`config.mk`:
```
export PLATFORM = sky130hd
export DESIGN_NAME = data_memory_responder
export DESIGN_NICKNAME = d
export VERILOG_FILES = /design/src/rtl/data_memory_responder.sv
export SDC_FILE = /design/constraint.sdc
export NUM_CORES = 2
export LEC_CHECK = 0
export CAP_MARGIN = 15
export CORE_MARGIN = 10
export CORE_UTILIZATION = 40
export CTS_CLUSTER_SIZE = 10
export DETAILED_ROUTE_END_ITERATION = 12
export GPL_ROUTABILITY_DRIVEN = 0
export GPL_TIMING_DRIVEN = 0
export PLACE_DENSITY = 0.51
export SLEW_MARGIN = 5
export SYNTH_ARGS = -nofsm -noshare
export SYNTH_HDL_FRONTEND = slang
export SYNTH_SLANG_ARGS = --single-unit
```
`constraint.sdc`:
```
create_clock -name CLK -period 5.3 [get_ports CLK]
set_input_delay 1.59 -clock CLK [delete_from_list [all_inputs] [get_ports CLK]]
set_output_delay 1.59 -clock CLK [all_outputs]
set_load 0.005 [all_outputs]
```
`src/rtl/data_memory_responder.sv`:
```
// Multi-cycle word-addressed data memory answering the CPU READ/WRITE/BUSYWAIT handshake.
// Optional macro DMEM_PROTOCOL_CHECK_EN adds a sticky ERROR output for handshake violations.
module data_memory_responder #(
  parameter int ADDR_W  = 8,
  parameter int DATA_W  = 8,
  parameter int DEPTH   = 256,
  parameter int LATENCY = 5
) (
  input  logic              CLK,
  input  logic              RESET,
  input  logic              READ,
  input  logic              WRITE,
  input  logic [ADDR_W-1:0] ADDRESS,
  input  logic [DATA_W-1:0] WRITEDATA,
  output logic [DATA_W-1:0] READDATA,
`ifdef DMEM_PROTOCOL_CHECK_EN
  output logic              ERROR,
`endif
  output logic              BUSYWAIT
);

  localparam int MEM_AW = (DEPTH > 1) ? $clog2(DEPTH) : 1;
  localparam int CNT_W  = $clog2(LATENCY);

  typedef enum logic [1:0] {
    IDLE   = 2'd0,
    ACCESS = 2'd1,
    DONE   = 2'd2
  } state_t;

  state_t state, next_state;

  logic [CNT_W-1:0]  counter;
  logic [MEM_AW-1:0] addr_q;
  logic [DATA_W-1:0] data_q;
  logic              wr_q;

  logic [DATA_W-1:0] mem [DEPTH];

  logic req;
  logic capture;
  logic last;

  assign req     = READ | WRITE;
  assign capture = (state == IDLE) && req;
  assign last    = (state == ACCESS) && (counter == CNT_W'(1));

  // state register
  always_ff @(posedge CLK or negedge RESET) begin
    if (!RESET) state <= IDLE;
    else        state <= next_state;
  end

  // next state and stall output; stall is masked while in reset
  always_comb begin
    next_state = state;
    BUSYWAIT   = 1'b0;
    unique case (state)
      IDLE: begin
        BUSYWAIT = req & RESET;
        if (req) next_state = ACCESS;
      end
      ACCESS: begin
        BUSYWAIT = RESET;
        if (last) next_state = DONE;
      end
      DONE:    next_state = IDLE;
      default: next_state = IDLE;
    endcase
  end

  // operand capture, latency counter and registered load data
  always_ff @(posedge CLK or negedge RESET) begin
    if (!RESET) begin
      counter  <= '0;
      addr_q   <= '0;
      data_q   <= '0;
      wr_q     <= 1'b0;
      READDATA <= '0;
    end else if (capture) begin
      counter <= CNT_W'(LATENCY - 1);
      addr_q  <= ADDRESS[MEM_AW-1:0];
      data_q  <= WRITEDATA;
      wr_q    <= WRITE;
    end else if (state == ACCESS) begin
      counter <= counter - CNT_W'(1);
      if (last && !wr_q) READDATA <= mem[addr_q];
    end
  end

  // storage array, deliberately not reset
  always_ff @(posedge CLK) begin
    if (last && wr_q) mem[addr_q] <= data_q;
  end

`ifdef DMEM_PROTOCOL_CHECK_EN
  logic [ADDR_W-1:0] chk_addr;
  logic [DATA_W-1:0] chk_data;
  logic              chk_rd;
  logic              chk_wr;
  logic              bad_idle;
  logic              bad_access;

  assign bad_idle   = (state == IDLE) && READ && WRITE;
  assign bad_access = (state == ACCESS) &&
                      ((chk_rd && !READ) ||
                       (chk_wr && !WRITE) ||
                       (ADDRESS != chk_addr) ||
                       (WRITEDATA != chk_data));

  // sticky handshake violation flag
  always_ff @(posedge CLK or negedge RESET) begin
    if (!RESET) begin
      ERROR    <= 1'b0;
      chk_addr <= '0;
      chk_data <= '0;
      chk_rd   <= 1'b0;
      chk_wr   <= 1'b0;
    end else begin
      if (bad_idle || bad_access) ERROR <= 1'b1;
      if (capture) begin
        chk_addr <= ADDRESS;
        chk_data <= WRITEDATA;
        chk_rd   <= READ;
        chk_wr   <= WRITE;
      end
    end
  end
`endif

endmodule
```
Word level (Yosys, flattened, before mapping)
Memories as Yosys holds them, arrays and structs flattened. A register that Yosys moved wholly into a read port is not among the register bits.
Cells that the tools add are included.
{"block": "totals", "regBits": 22, "ram_bits": 2048, "in_bits": 20, "out_inout_bits": 9, "mem_count": 1}
{"name": "mem", "depth": 256, "word_bits": 8, "read_ports": 1, "rd_ports_with_merged_regs": 1, "write_ports": 1, "line": "38", "source": "logic [DATA_W-1:0] mem [DEPTH];"}
{"block": "op_classes", "n_addsub": 1, "n_eq_ne": 4, "mux": 8, "bitwise": 3, "reduce_logical": 10}
{"cell": "two-way mux 3 bit", "count": 2}
{"cell": "logical AND 1 bit", "count": 4}
{"cell": "two-way mux 2 bit", "count": 2}
{"cell": "!= test 2 bit, second input constant", "count": 2}
{"cell": "one-hot mux 2 bit (2 select lines)", "count": 1}
{"cell": "equality test 3 x 1 -> 1 bit, second input constant", "count": 1}
{"cell": "AND reduction 3 bit", "count": 1}
{"cell": "subtractor 3 x 1 -> 3 bit, second input constant", "count": 1}
{"cell": "equality test 2 x 1 -> 1 bit, second input constant", "count": 1}
{"cell": "logical NOT 1 bit", "count": 2}
{"cell": "logical NOT 2 bit", "count": 1}
{"cell": "two-way mux 1 bit", "count": 2}
{"cell": "one-hot mux 1 bit (2 select lines)", "count": 1}
{"cell": "AND reduction 2 bit", "count": 1}
{"cell": "nonzero test 2 bit", "count": 1}
{"cell": "bitwise AND 1 bit", "count": 1}
{"cell": "inverter 1 bit", "count": 1}
{"cell": "bitwise OR 1 bit", "count": 1}

Longest topological paths before layout
{"block": "depth", "depth_word": 5, "mapped_depth": 13, "depth_no_buf": 9}

Least setup slack after synthesis
No wires, ideal clock.
{"block": "synth_timing", "path_type": "flip-flop to flip-flop", "startpoint": "reg data_q[0]", "endpoint": "mem mem[0][0] (data pin)", "arrival_ns": 3.183, "slack_ns": 1.313, "stages_incl_launch_ff": 1, "path_buffers": 0, "period_less_slack_ns": 3.987, "path_cell_list": "dfrtp_1"}
{"item": "from (decl)", "line": "35", "source": "logic [DATA_W-1:0] data_q;"}
{"item": "from (signal assigned)", "line": "77", "source": "data_q <= '0;"}
{"item": "from (signal assigned)", "line": "83", "source": "data_q <= WRITEDATA;"}
{"item": "to (decl)", "line": "38"}
Straight into the memory's write port.

==> results.yml <==
power:
  power_density_nw_per_um2: 580
  worst_ir_drop_vdd_uv: 506
  leakagePower_nw: 28.3
critical_path:
  crit_path_frequent_cell: "buf_2"
  ff2ff_setup_slack_ps: -240
  critical_path.cell_chain: "buf_2 > buf_2 > buf_2 > buf_2 > buf_2 > mux2i_1 > o21ai_0 > a311oi_1 > o211ai_1 > o22a_1"
  r2r_end: "READDATA[2]"
  cp_max_fo: 10
  worstPathRequired_ps: 6060
  endpoint_kind: "register"
  cpMaxStageDelayCell: "a311oi_1"
  reg2reg_from: "addr_q[3]"
  slowest_delay_ps: 950
  crit_type: "reg -> reg"
  worst_setup_path_start_kind: "register"
  r2r_cells: 10
  path_buf_inv: 5
  cp_data_arrival_time_ps: 6310
  path_delay_family: "buffers and inverters"
yosys:
  yosys_most_used_dff: "edfxtp_1"
  synthCells: 3819
  yosysUniqueCellTypes: 62
  ys_ff_latch: 2078
  yosysWarnings: 0
  synth_edf_count: 2048
  async_reset_ff_share_pct: 1.44
  yosysSeqAreaShare_pct: 77.3
  synth.net_count: 3841
  postSynthAreaPerCell_um2: 21.1
  syn_area_um2: 80500
die:
  die_h_um: 469
  die_area_um2: 220000
  start_util_pct: 40.2
  row_count: 164
  core_um2: 200000
  ioPinCount: 29
  chipWidth_um: 469
routing:
  ant_nets: 0
  drt-wirelength-per-cell_um: 41.2
  first_pass_iters: 6
  drt-initial-drc-count: 7311
  vias: 43100
  viasPerCell: 6.27
  drc: 0
  drt-total-wl_um: 283000
clock_tree:
  cts_tree: "done"
  cts.path.max_buffers: 3
  root_buffer: "clkbuf_16"
  cts_sinks: 2078
  postCtsHoldBufs: 0
  insertion_delay_ps: 880
  ctsResizeCount: 100
  cts_buffers: 230
  postCtsSetupRepairBufs: 0
  h-tree-depth: 4
  clk_pin_slew_ps: 60
place:
  dp_hpwl_um: 191000
  dpl.cell_count: 6551
  port_buffers: 28
  place_ws_ps: -974
cells_and_area:
  nets: 4152
  drive_gt1_share_pct: 25.5
  final_cells: 6873
  area_growth_pct: 14.1
min_path:
  holdPathStages: 2
  hp-start: "counter[1]"
  min_to: "counter[1]"
  worstHoldPathType: "reg -> reg"
global_routing:
  grt_pass1_wl_um: 377000
  grt-ovfl-total: 0
  grt_pass1_vias: 41800
  grt_max_degree: 84
  grtUsageTotal_pct: 25.5
  antenna_found_initial: 16
sta:
  max_freq_mhz: 180
  timing.final.crit_share_pct: 105
  period_needed_ps: 5540
  setup_viol: 111
  slew_headroom_pct: 16.3
  finalClockSkew_ps: 67.7
  fin_hold_ws_ps: 507
  hold_viol: 0
  worstMarginPinSlew_ps: 1250
  layout_setup_ws_ps: -243
  drv_slew: 0
  rsz0062_at_grt: "true"
run_status:
  outcome: "finished with violations"
  failed_checks: "negative setup slack"
job:
  maxCapViolCount: 0
## state kept, by name (all words and copies together) (netlist names)
signal and flops:
wr_q 1, READDATA 8, data_q 8, addr_q 8
counter 3, state 2, mem 2048
## stage by stage
step	utilization (%)	TNS, ps	total power, mW	instance area (um2)
after floorplan	-	0	30.2	80500
after global placement	42.0	-6078310	38.6	84100
after detailed placement	42.6	-321300	38.9	85200
after CTS	45.9	-8840	53.0	91800
after global routing	45.9	-1290	54.3	91900
final	45.9	-4160	53.3	91900
## cells in the mapped netlist, types with 12 or more instances
| master | number | area share [%] |
|---|---|---|
| nand3_1 | 54 | 0.34 |
| o211ai_1 | 16 | 0.15 |
| mux4_2 | 485 | 14 |
| a21oi_1 | 17 | 0.11 |
| a211oi_1 | 14 | 0.13 |
| mux2i_1 | 123 | 1.5 |
| nor3_1 | 15 | 0.093 |
| edfxtp_1 | 2048 | 76 |
| buf_2 | 77 | 0.48 |
| o22ai_1 | 70 | 0.54 |
| buf_6 | 18 | 0.25 |
| o22a_1 | 15 | 0.16 |
| nand2_1 | 128 | 0.60 |
| a32oi_1 | 12 | 0.13 |
| buf_1 | 19 | 0.089 |
| o21ai_0 | 31 | 0.19 |
| clkbuf_1 | 82 | 0.38 |
| buf_4 | 26 | 0.24 |
| nor2b_1 | 23 | 0.18 |
| mux2_2 | 15 | 0.21 |
| dfrtp_1 | 30 | 0.93 |
| nor2_1 | 287 | 1.3 |
| a22oi_1 | 64 | 0.60 |
## layer usage
metal  global-route usage, %  share of wire, %  vias up
met4                    10.7               4.9        6
met3                    6.65                10      515
met2                    37.8                44     2605
met1                    35.8                40    23500
met5                       0             0.014        -
li1                        -                 -    16500
## layout by cell type (no fill, tap or decap), types with 23 or more instances in the layout
| cell | instances |
|---|---|
| a22oi_1 | 64 |
| buf_16 | 26 |
| buf_2 | 80 |
| buf_4 | 37 |
| clkbuf_1 | 118 |
| clkbuf_16 | 235 |
| clkdlybuf4s50_1 | 27 |
| edfxtp_1 | 2048 |
| mux2i_1 | 123 |
| mux4_2 | 485 |
| nand2_1 | 128 |
| nand3_1 | 50 |
| nor2_1 | 187 |
| nor2_2 | 95 |
| nor2b_1 | 23 |
| o21ai_0 | 31 |
| o22ai_1 | 70 |
## cell type report
type                            instances  area, um2
Antenna cell                            6       15.0
Inverter                               12       45.0
Fill cell                           16700     108000
Multi-Input combinational cell       1506      17400
Timing Repair Buffer                   79       1280
Tap cell                             2656       3320
Clock buffer                          295       6120
Buffer                                223       1220
Sequential cell                      2078      62300
Clock inverter                         18        255
## tightest hold or removal path: cells and delay by family, from the launching register on
family	cells	cell delay [ps]
AO/OA/AOI/OAI	1	70
flip-flops	1	340
AND/OR/NAND/NOR	1	60
## worst max path at each step
stage          startpoint          end  slack, ps  cells past startpoint
4_1_cts         addr_q[1]   mem[87][6]       -220                      9
6_report        addr_q[3]  READDATA[2]       -240                     10
5_1_grt         addr_q[1]  mem[132][4]        -70                      9
3_3_place_gp    data_q[5]   mem[80][5]      -3000                      0
2_1_floorplan   data_q[0]    mem[0][0]       1310                      0
3_5_place_dp    addr_q[3]  mem[140][4]       -970                      9
## report_power, final
group	internal (mW)	leakage, nW	switching, mW
sequential	20.4	18.9	0.671
clock	7.99	3.09	6.30
combinational	5.47	6.27	12.5
## cell families (layout without fill, tap and decap cells)
| kind of cell | after synthesis | count (layout) | synth area share (%) |
|---|---|---|---|
| flops | 2078 | 2078 | 77.3 |
| mux | 623 | 623 | 15.3 |
| simple gates | 575 | 575 | 3.13 |
| compound gates | 305 | 305 | 2.69 |
| buf+inv | 235 | 627 | 1.52 |
| fa+ha+maj | 2 | 2 | 0.0311 |
| xor+xnor | 1 | 1 | 0.0109 |
| other cells | 0 | 6 | 0 |
No activity file was read; power rests on OpenSTA's default activity.
